===== src/rtl/score_pkg.sv =====
// Shared types, segment table and helpers for the BCD score counter.
package score_pkg;

    typedef logic [3:0] bcd_digit_t;

    // Active-high gfedcba; entry 10 is blank.
    localparam logic [6:0] SEG_LUT [0:10] = '{
        7'b0111111, 7'b0000110, 7'b1011011, 7'b1001111,
        7'b1100110, 7'b1101101, 7'b1111101, 7'b0000111,
        7'b1111111, 7'b1101111, 7'b0000000
    };

    function automatic logic [6:0] to_seg(
        input bcd_digit_t bcd,
        input logic       blank,
        input logic       active_low
    );
        logic [6:0] s;
        if (blank || bcd > 4'd9)
            s = SEG_LUT[10];
        else
            s = SEG_LUT[bcd];
        return active_low ? ~s : s;
    endfunction

    function automatic logic bcd_gt(
        input logic [23:0] a,
        input logic [23:0] b,
        input int          n
    );
        logic gt;
        logic done;
        gt   = 1'b0;
        done = 1'b0;
        for (int k = 5; k >= 0; k--) begin
            if (k < n && !done && a[4*k +: 4] != b[4*k +: 4]) begin
                gt   = a[4*k +: 4] > b[4*k +: 4];
                done = 1'b1;
            end
        end
        return gt;
    endfunction

endpackage


===== src/rtl/bcd_digit_cell.sv =====
// One BCD digit register with ripple carry.
module bcd_digit_cell
    import score_pkg::*;
(
    input  logic       clk,
    input  logic       reset,
    input  logic       clear,
    input  logic       carry_in,
    output logic [3:0] digit,
    output logic       carry_out,
    output logic       at_nine
);

    assign at_nine   = (digit == 4'd9);
    assign carry_out = carry_in && at_nine;

    always_ff @(posedge clk or negedge reset) begin
        if (!reset)
            digit <= '0;
        else if (clear)
            digit <= '0;
        else if (carry_in)
            digit <= at_nine ? 4'd0 : digit + 4'd1;
    end

endmodule


===== src/rtl/score_counter_bcd.sv =====
// N-digit BCD score counter with high-score register and
// seven-segment decode for both values.
module score_counter_bcd
    import score_pkg::*;
#(
    parameter int NUM_DIGITS     = 3,
    parameter bit SATURATE       = 1,
    parameter bit BLANK_LEADING  = 1,
    parameter bit ACTIVE_LOW_SEG = 1
) (
    input  logic                    clk,
    input  logic                    reset,
    input  logic                    clear,
    input  logic                    incr,
    input  logic                    latch_hi,
    output logic [4*NUM_DIGITS-1:0] score_bcd,
    output logic [7*NUM_DIGITS-1:0] score_seg,
    output logic [7*NUM_DIGITS-1:0] hi_seg,
    output logic                    at_max,
    output logic                    wrapped
);

    logic [NUM_DIGITS:0]     carry;
    logic [NUM_DIGITS-1:0]   nine;
    logic [4*NUM_DIGITS-1:0] hi;
    logic [NUM_DIGITS-1:0]   s_blank;
    logic [NUM_DIGITS-1:0]   h_blank;
    logic [23:0]             score_ext;
    logic [23:0]             hi_ext;
    logic                    all_nine;

    assign all_nine = &nine;
    assign at_max   = all_nine;

    // Saturation blocks the increment before it enters the ripple.
    assign carry[0] = incr && !(SATURATE && all_nine);

    for (genvar k = 0; k < NUM_DIGITS; k++) begin : g_digit
        bcd_digit_cell u_cell (
            .clk       (clk),
            .reset     (reset),
            .clear     (clear),
            .carry_in  (carry[k]),
            .digit     (score_bcd[4*k +: 4]),
            .carry_out (carry[k+1]),
            .at_nine   (nine[k])
        );
    end

    always_ff @(posedge clk or negedge reset) begin
        if (!reset)
            wrapped <= 1'b0;
        else
            wrapped <= !SATURATE && carry[NUM_DIGITS] && !clear;
    end

    assign score_ext = 24'(score_bcd);
    assign hi_ext    = 24'(hi);

    always_ff @(posedge clk or negedge reset) begin
        if (!reset)
            hi <= '0;
        else if (latch_hi && bcd_gt(score_ext, hi_ext, NUM_DIGITS))
            hi <= score_bcd;
    end

    always_comb begin
        logic s_run;
        logic h_run;
        s_run   = 1'b1;
        h_run   = 1'b1;
        s_blank = '0;
        h_blank = '0;
        for (int k = NUM_DIGITS - 1; k >= 1; k--) begin
            s_run      = s_run && (score_bcd[4*k +: 4] == 4'd0);
            h_run      = h_run && (hi[4*k +: 4] == 4'd0);
            s_blank[k] = BLANK_LEADING && s_run;
            h_blank[k] = BLANK_LEADING && h_run;
        end
    end

    for (genvar k = 0; k < NUM_DIGITS; k++) begin : g_seg
        assign score_seg[7*k +: 7] =
            to_seg(score_bcd[4*k +: 4], s_blank[k], ACTIVE_LOW_SEG);
        assign hi_seg[7*k +: 7] =
            to_seg(hi[4*k +: 4], h_blank[k], ACTIVE_LOW_SEG);
    end

endmodule


===== config.mk =====
export PLATFORM = sky130hd
export DESIGN_NAME = score_counter_bcd
export DESIGN_NICKNAME = d
export VERILOG_FILES = /design/src/rtl/score_pkg.sv /design/src/rtl/bcd_digit_cell.sv /design/src/rtl/score_counter_bcd.sv
export SDC_FILE = /design/constraint.sdc
export NUM_CORES = 1
export LEC_CHECK = 0
export CAP_MARGIN = 5
export CELL_PAD_IN_SITES_DETAIL_PLACEMENT = 0
export CELL_PAD_IN_SITES_GLOBAL_PLACEMENT = 1
export CORE_MARGIN = 2
export CORE_UTILIZATION = 31
export DETAILED_ROUTE_END_ITERATION = 6
export PLACE_DENSITY = 0.69
export REMOVE_ABC_BUFFERS = 1
export SLEW_MARGIN = 20
export SYNTH_ARGS = -nofsm -noshare
export SYNTH_HDL_FRONTEND = slang
export SYNTH_HIERARCHICAL = 1
export SYNTH_SLANG_ARGS = --single-unit

===== constraint.sdc =====
create_clock -name clk -period 3.9 [get_ports clk]
set_input_delay 0.585 -clock clk [delete_from_list [all_inputs] [get_ports clk]]
set_output_delay 0.585 -clock clk [all_outputs]
set_load 0.01 [all_outputs]

; ---- Yosys cells after proc, flatten, opt, wreduce, memory -nomap -nowiden
; Memories as Yosys holds them, arrays and structs flattened.
; Index checks and enable logic that the tools add are counted.
[op_classes]
add_sub_neg = 3
magnitude_cmp = 15
eq_ne = 6
mux = 32
bitwise = 12
reduce_logical = 23
[op_table]
columns = op, count
row1 = 7-bit 2-to-1 mux, 18
row2 = 7-bit inverter, 6
row3 = 4-bit 2-to-1 mux, 9
row4 = "5-bit >= comparator, second input constant", 6
row5 = 4-bit inverter with 5-bit output, 6
row6 = "4-bit > comparator, second input constant", 6
row7 = 4-bit logical NOT, 4
row8 = "4-bit by 1-bit adder with 4-bit output, second input constant", 3
row9 = "4-bit == test, second input constant", 3
row10 = 4-bit > comparator, 3
row11 = 4-bit inequality test, 3
row12 = 1-bit logical AND, 8
row13 = 2-bit nonzero test, 3
row14 = 1-bit 2-to-1 mux, 5
row15 = 1-bit logical OR, 4
row16 = 1-bit logical NOT, 3
row17 = 3-bit AND reduction, 1
[totals]
reg_bits = 24
rom_bits = 672
output_inout_bits = 56
elab_cells = 101
mem_count = 6
[mem_list]
columns = memory, words, width, rd, rd_clocked_by_memory_dff, wr, line
row1 = (no name shown), 16, 7, 1, 0, 0, score_pkg.sv:22  ; s = SEG_LUT[bcd];
row2 = (no name shown), 16, 7, 1, 0, 0, score_pkg.sv:22
row3 = (no name shown), 16, 7, 1, 0, 0, score_pkg.sv:22
row4 = (no name shown), 16, 7, 1, 0, 0, score_pkg.sv:22
row5 = (no name shown), 16, 7, 1, 0, 0, score_pkg.sv:22
row6 = (no name shown), 16, 7, 1, 0, 0, score_pkg.sv:22

; ---- Longest topological paths before layout
; Gate-level depths: netlist of run 1.
[depth]
ltp_word = 9
depth_mapped = 11

; ---- Cells and area by module
; Netlist of run 1, hierarchy kept.
[by_module_without_submodules]
columns = module, instances, cells_each, area_per_inst_um2, seq_area_each_um2
row1 = score_counter_bcd, 1, 262, 2115.8, 300.3
row2 = bcd_digit_cell, 3, 27, 249.0, 100.1

; ---- Least setup slack after synthesis of run 1
; Ideal clock, no wire load.
[synth_path]
path_kind = flip-flop to flip-flop
startpoint = reg g_digit[2].u_cell.digit[1]
endpoint = reg g_digit[2].u_cell.digit[2]
t_arrival_ns = 2.487
path_slack_ns = 1.340
stages_incl_launch_ff = 12
n_path_buf = 0
synth_period_minus_slack_ns = 2.560
path_cell_list = dfrtp_1 -> inv_1 -> ha_1 -> nand3b_1 -> inv_1 -> and3_1 -> nor2b_1 -> and2_1 -> and2_1 -> nand2_1 -> or3b_1 -> a21oi_2
[synth_via]
elab_chain_len = 7
[synth_rtl]
columns = item, line
row1 = start: declaration, bcd_digit_cell.sv:9  ; output logic [3:0] digit,
row2 = start signal: assignment, bcd_digit_cell.sv:23  ; digit <= at_nine ? 4'd0 : digit + 4'd1;
row3 = 4-bit == test, bcd_digit_cell.sv:14  ; assign at_nine = (digit == 4'd9);
row4 = via nine[2], score_counter_bcd.sv:24  ; logic [NUM_DIGITS-1:0] nine;
row5 = 3-bit AND reduction, score_counter_bcd.sv:32  ; assign all_nine = &nine;
row6 = via at_max, score_counter_bcd.sv:19  ; output logic at_max,
row7 = 1-bit logical NOT, score_counter_bcd.sv:36  ; assign carry[0] = incr && !(SATURATE && all_nine);
row8 = 1-bit logical AND, score_counter_bcd.sv:36
row9 = via carry[0], score_counter_bcd.sv:23  ; logic [NUM_DIGITS:0] carry;
row10 = 1-bit logical AND, bcd_digit_cell.sv:15  ; assign carry_out = carry_in && at_nine;
row11 = via carry[1], score_counter_bcd.sv:23
row12 = 1-bit logical AND, bcd_digit_cell.sv:15
row13 = via carry[2], score_counter_bcd.sv:23
row14 = 2-bit nonzero test (no line), -
; The timed path passes the listed nets, and every way through them passes these cells. The select of a mux whose other input is x is not followed.
; A chain may end at the register's enable or synchronous reset.

; ---- Worst setup path after layout of run 1
[layout_path]
startpoint = reg g_digit[2].u_cell.digit[1]
endpoint = out score_seg[13]
[layout_via]
elab_chain_len = 5
[layout_rtl]
columns = item, line
row1 = 4-bit logical NOT, score_counter_bcd.sv:75  ; s_run = s_run && (score_bcd[4*k +: 4] == 4'd0);
row2 = 1-bit logical AND, score_counter_bcd.sv:75
row3 = 1-bit logical OR, score_pkg.sv:19  ; if (blank || bcd > 4'd9)
row4 = 7-bit 2-to-1 mux, score_pkg.sv:19
row5 = 7-bit inverter, score_pkg.sv:23  ; return active_low ? ~s : s;
row6 = end: declaration, score_counter_bcd.sv:17  ; output logic [7*NUM_DIGITS-1:0] score_seg,
; Every way passes these cells.

==> results.txt, run 1 <==
----------------------------------------------------
[Timing]
  Final hold vios ... 0
  Worst clock skew ... 0.00290 ns
  Actual slew at the worst max-slew pin ... 0.810 ns
  Setup repair after global routing missed its margin ... no
  Maximum achievable frequency ... 307 MHz
  Fraction of the cycle the final worst path needs ... 83.6%
  Minimum period implied by the final worst setup slack ... 3.26 ns
  Final TNS setup ... 0 ns
  Max-Slew Margin vs Limit ... 45.9%
  WHS ... 0.671 ns
  Max-slew violation total from the final report ... 0
  Final-report setup violation count ... 0

[GRT]
  Number of global-route vias before repair ... 2374
  Largest net degree at the start of global routing ... 25
  First-pass GRT wire length ... 11100 um
  Total Routing Usage GR ... 13.4%
  Grt total ovfl ... 0
  Number of antenna violations at the first check in global routing ... 0

[Placed design]
  Count of buffers inserted at the top-level ports ... 59
  Final estimated routing congestion in global placement ... 0.824
  Half-perimeter wire length after detailed placement ... 4960 um

[Die]
  Site Rows ... 35
  Width of the die ... 100 um
  Die Outline Area ... 10000 sq um
  Top Ports ... 61
  Die Y-Extent ... 100 um
  Placeable core area ... 9110 sq um
  Starting utilization of the core area ... 31.4%

[Synth]
  Average instance area after synthesis ... 8.35 sq um
  Number of warnings issued by yosys ... 6
  Post-Syn Instances ... 342
  Netlist area before placement ... 2860 sq um

[Layout]
  Fill cell total of the finished layout ... 974
  Post-route core utilization ... 39.4%
  Count of antenna diodes in the layout ... 0
  Area occupied by registers ... 601 sq um
  Synth-to-Final Area Change ... 25.7%
  Leading cell type in the layout, fill and taps excluded ... sky130_fd_sc_hd__ha_1
  Ratio of cells with drive above 1 in the final layout ... 5.30%
  Commonest cells after routing, fill and taps aside ... 60 x sky130_fd_sc_hd__ha_1, 59 x sky130_fd_sc_hd__clkdlybuf4s50_1, 30 x sky130_fd_sc_hd__nand2_1
  Net total in the final layout ... 462
  Area of combinational cells with multiple inputs ... 2080 sq um

[Route]
  Final ANT Viol Nets ... 0
  Post-detailed-route wirelength per cell ... 12.9 um
  Residual DRC count ... 0
  Routed vias/inst ... 4.93
  Post-Route WL ... 6560 um
  Router iterations before antenna repair ... 4
  Via count ... 2500
  Number of design-rule violations left by the first detailed-router iteration ... 44

[CTS]
  Number of buffers created by CTS ... 3
  Clock Latency Late Sink ... 0.27 ns
  # hold bufs at CTS ... 0
  Clock transition at the registers of the reported paths ... 0.09 ns
  Buffer cell driving the clock tree root ... sky130_fd_sc_hd__clkbuf_8
  Num Clock Sinks ... 24
  Maximum level of the CTS H-tree ... 1
  TritonCTS clock tree ... done
  Total setup buffers inserted after CTS ... 0
  Largest buffer count on any clock path ... 2
  Post-cts sizing count ... 0

[Run status]
  Result of the run ... completed

[Critical path]
  Type of element capturing the critical path ... output port
  Worst path arrival time ... 2.68 ns
  Type of element launching the critical path ... register
  Max FO, Critical Path ... 13
  Depth of the worst register-to-register path ... 11
  Path type of the worst setup path ... reg -> out
  CP Data Required Time ... 3.31 ns

[Power and ir drop]
  Reported leakage power ... 1.61 nW
  Power Dens Cells ... 136 nW/um^2
  Max VDD drop ... 0.109 mV

[Hold path]
  Worst min path class ... reg -> reg
  Worst hold path cell count ... 1

[Flow run]
  Max capacitance violation total ... 0

----------------------------------------------------
[final timing paths]
check	startpoint	endpoint	slack, ns
setup / recovery	g_digit[2].u_cell/digit[1]	score_seg[13]	0.64
hold / removal	hi[3]	hi[3]	0.67
setup reg to reg	g_digit[2].u_cell/digit[1]	g_digit[2].u_cell/digit[2]	0.96
hold reg to reg	hi[3]	hi[3]	0.67
max in group asynchronous	reset	hi[1]	2.96
min in group asynchronous	reset	g_digit[2].u_cell/digit[2]	0.68
[power by group]
part	internal, W	total (W)	leakage (nW)	switching (W)
Clock	0.0000903	0.000177	0.0288	0.0000871
Sequential	0.000250	0.000255	0.303	0.00000532
Combinational	0.0000274	0.0000559	1.28	0.0000284
Total	0.000368	0.000489	1.61	0.000121
[routing by layer]
metal | part of all wire (%) | track usage (%) | vias to the layer above
li1 | - | - | 1288
met1 | 50 | 18.9 | 1173
met2 | 47 | 22.6 | 35
met3 | 2.4 | 1.11 | 4
met4 | 0.50 | 2.74 | 0
met5 | 0 | 0 | -
[critical path, stage by stage, from the launching register on]
cell and delay (ns):
sky130_fd_sc_hd__dfrtp_1 0.55, sky130_fd_sc_hd__inv_1 0.23, sky130_fd_sc_hd__ha_1 0.23, sky130_fd_sc_hd__nand2b_1 0.09, sky130_fd_sc_hd__nor3_1 0.22, sky130_fd_sc_hd__or2_1 0.16, sky130_fd_sc_hd__o31ai_1 0.08, sky130_fd_sc_hd__buf_4 0.18
sky130_fd_sc_hd__o21ai_1 0.11, sky130_fd_sc_hd__clkdlybuf4s50_1 0.57
[stage by stage]
stage / area, sq um / total power, W / cells / setup WS [ns]
after CTS: 3590 / 0.000501 / 507 / 0.605
after global placement: 3540 / 0.000317 / 503 / 0.970
after detailed placement: 3540 / 0.000318 / 503 / 0.929
after floorplan: 2790 / 0.000285 / 331 / 1.36
final: 3590 / 0.000489 / 507 / 0.639
after global routing: 3590 / 0.000517 / 507 / 0.392
[state kept, by name, indices dropped and copies added (netlist names)]
| register | flops |
|---|---|
| g_digit.u_cell/digit | 12 |
| hi | 12 |
[final cells by class]
class	instances	share of cell area, %
multi-input cells	277	57.9
clock buffers	4	1.53
repair buffers	61	16.9
flip-flops and latches	24	16.7
well taps	111	3.87
inverters	30	3.14
Note: power is estimated with default switching activity, not from simulation.
==> run 2: changes to the inputs <==
==> constraint.sdc (replaced) <==
create_clock -name clk -period 3.25 [get_ports clk]
set_input_delay 0.4875 -clock clk [delete_from_list [all_inputs] [get_ports clk]]
set_output_delay 0.4875 -clock clk [all_outputs]
set_load 0.01 [all_outputs]
==> results.txt, run 2 (same netlist as run 1, synthesis figures left out) <==
----------------------------------------------------
[Power and ir drop]
  Final Power ... 0.000554 W
  Reported leakage power ... 1.65 nW
  Max VDD drop ... 0.133 mV
  Power Dens Cells ... 152 nW/um^2

[Die]
  Top Ports ... 61
  Die Outline Area ... 10000 sq um
  Starting utilization of the core area ... 31.4%
  Placeable core area ... 9110 sq um
  Width of the die ... 100 um
  Die Y-Extent ... 100 um
  Site Rows ... 35

[Critical path]
  Reg-to-Reg End ... g_digit[2].u_cell/digit[2]
  Max stage delay cell, worst path ... sky130_fd_sc_hd__clkdlybuf4s50_1
  Depth of the worst register-to-register path ... 12
  Type of element launching the critical path ... register
  Maximum cell stage delay along the critical path ... 0.56 ns
  Critical path, cell by cell ... inv_1, ha_1, nand2b_1, nor3_2, or2_1, o31ai_1, buf_4, o21ai_1, clkdlybuf4s50_1
  Startpoint of the worst register-to-register path ... g_digit[1].u_cell/digit[1]
  Type of element capturing the critical path ... output port
  CP Data Required Time ... 2.76 ns
  Path type of the worst setup path ... reg -> out
  Worst reg-to-reg setup slack ... 0.53 ns
  Max FO, Critical Path ... 13
  Worst path arrival time ... 2.49 ns

[Route]
  Number of design-rule violations left by the first detailed-router iteration ... 56
  Via count ... 2507
  Post-Route WL ... 6630 um
  Routed vias/inst ... 4.87
  Final ANT Viol Nets ... 0
  Router iterations before antenna repair ... 4
  Post-detailed-route wirelength per cell ... 12.9 um
  Residual DRC count ... 0

[Timing]
  Fraction of the cycle the final worst path needs ... 91.5%
  Max-Slew Margin vs Limit ... 54.4%
  WHS ... 0.584 ns
  Final TNS setup ... 0 ns
  Final hold vios ... 0
  Setup repair after global routing missed its margin ... no
  Minimum period implied by the final worst setup slack ... 2.98 ns
  Worst clock skew ... 0.00325 ns
  Maximum achievable frequency ... 336 MHz
  Final-report setup violation count ... 0
  Worst Slack Setup Final ... 0.275 ns
  Actual slew at the worst max-slew pin ... 0.682 ns
  Max-slew violation total from the final report ... 0

[CTS]
  Total setup buffers inserted after CTS ... 0
  Buffer cell driving the clock tree root ... sky130_fd_sc_hd__clkbuf_8
  # hold bufs at CTS ... 0
  Clock Latency Late Sink ... 0.27 ns
  Largest buffer count on any clock path ... 2
  Num Clock Sinks ... 24
  Number of buffers created by CTS ... 3
  Post-cts sizing count ... 0
  TritonCTS clock tree ... done
  Maximum level of the CTS H-tree ... 1
  Clock transition at the registers of the reported paths ... 0.08 ns

[Layout]
  Ratio of cells with drive above 1 in the final layout ... 8.17%
  Count of antenna diodes in the layout ... 0
  Largest registers ... g_digit.u_cell/digit (12), hi (12)
  Post-route core utilization ... 40.1%
  Leading cell type in the layout, fill and taps excluded ... sky130_fd_sc_hd__ha_1
  Net total in the final layout ... 471
  Synth-to-Final Area Change ... 27.8%
  Commonest cells after routing, fill and taps aside ... 60 x sky130_fd_sc_hd__ha_1, 59 x sky130_fd_sc_hd__clkdlybuf4s50_1, 30 x sky130_fd_sc_hd__nand2_1

[Placed design]
  Half-perimeter wire length after detailed placement ... 5100 um
  Final estimated routing congestion in global placement ... 0.804
  Placement-stage worst setup slack ... 0.448 ns
  Count of buffers inserted at the top-level ports ... 59

[GRT]
  Total Routing Usage GR ... 13.5%
  Grt total ovfl ... 0
  Largest net degree at the start of global routing ... 25
  First-pass GRT wire length ... 11200 um
  Number of global-route vias before repair ... 2395
  Number of antenna violations at the first check in global routing ... 0

[Flow run]
  Max capacitance violation total ... 0

[Run status]
  Result of the run ... completed

[Hold path]
  Worst min path class ... in -> async

----------------------------------------------------
[run 2: cell types whose count changed in the layout (fill, tap and decap cells not counted)]
| cell | previous run | this run |
|---|---|---|
| sky130_fd_sc_hd__nor3_2 | 1 | 2 |
| sky130_fd_sc_hd__nor3_1 | 2 | 1 |
| sky130_fd_sc_hd__buf_4 | 2 | 11 |
| sky130_fd_sc_hd__clkbuf_8 | 4 | 3 |
| sky130_fd_sc_hd__dfrtp_2 | 0 | 1 |
| sky130_fd_sc_hd__inv_1 | 28 | 26 |
| sky130_fd_sc_hd__inv_2 | 2 | 4 |
| sky130_fd_sc_hd__dfrtp_1 | 24 | 23 |
[run 2: layout make-up]
| type | count | area [sq um] |
|---|---|---|
| well taps | 111 | 139 |
| repair buffers | 70 | 673 |
| inverters | 30 | 113 |
| clock buffers | 3 | 41.3 |
| multi-input cells | 277 | 2080 |
| flip-flops and latches | 24 | 602 |
| fillers | 941 | 5460 |
[run 2: through the flow]
stage | cell area (sq um) | std cells
CTS | 3640 | 515
global route | 3650 | 515
floorplan | 2790 | 331
detailed placement | 3600 | 512
finish | 3650 | 515
global placement | 3600 | 512
[run 2: power breakdown]
group | switching, W | internal [W] | leakage [nW]
Sequential | 0.00000554 | 0.000300 | 0.301
Clock | 0.0000967 | 0.0000830 | 0.0216
Combinational | 0.0000351 | 0.0000339 | 1.33
[run 2: how the worst max path moves through the flow]
| stage | startpoint | to | cells after the start |
|---|---|---|---|
| 3_5_place_dp | g_digit[2].u_cell/digit[1] | score_seg[13] | 9 |
| 3_3_place_gp | g_digit[2].u_cell/digit[1] | score_seg[13] | 9 |
| 4_1_cts | g_digit[2].u_cell/digit[1] | score_seg[13] | 9 |
| 2_1_floorplan | g_digit[2].u_cell/digit[1] | g_digit[2].u_cell/digit[2] | 11 |
| 5_1_grt | hi[9] | hi_seg[11] | 8 |
| 6_report | g_digit[2].u_cell/digit[1] | score_seg[13] | 9 |
[run 2: critical path, delay by kind of cell (launching register included)]
kind            cells  cell delay [ns]
flops               1             0.51
compound gates      2             0.18
simple gates        3             0.41
buf+inv             3             0.91
fa+ha+maj           1             0.21
[run 2: per-layer routing]
layer / GRT usage (%) / vias up / routed length [um]
met5: 0 / - / 0
li1: - / 1307 / -
met2: 22.3 / 37 / 3060
met3: 1.39 / 8 / 139
met1: 18.9 / 1155 / 3340
met4: 3.79 / 0 / 97
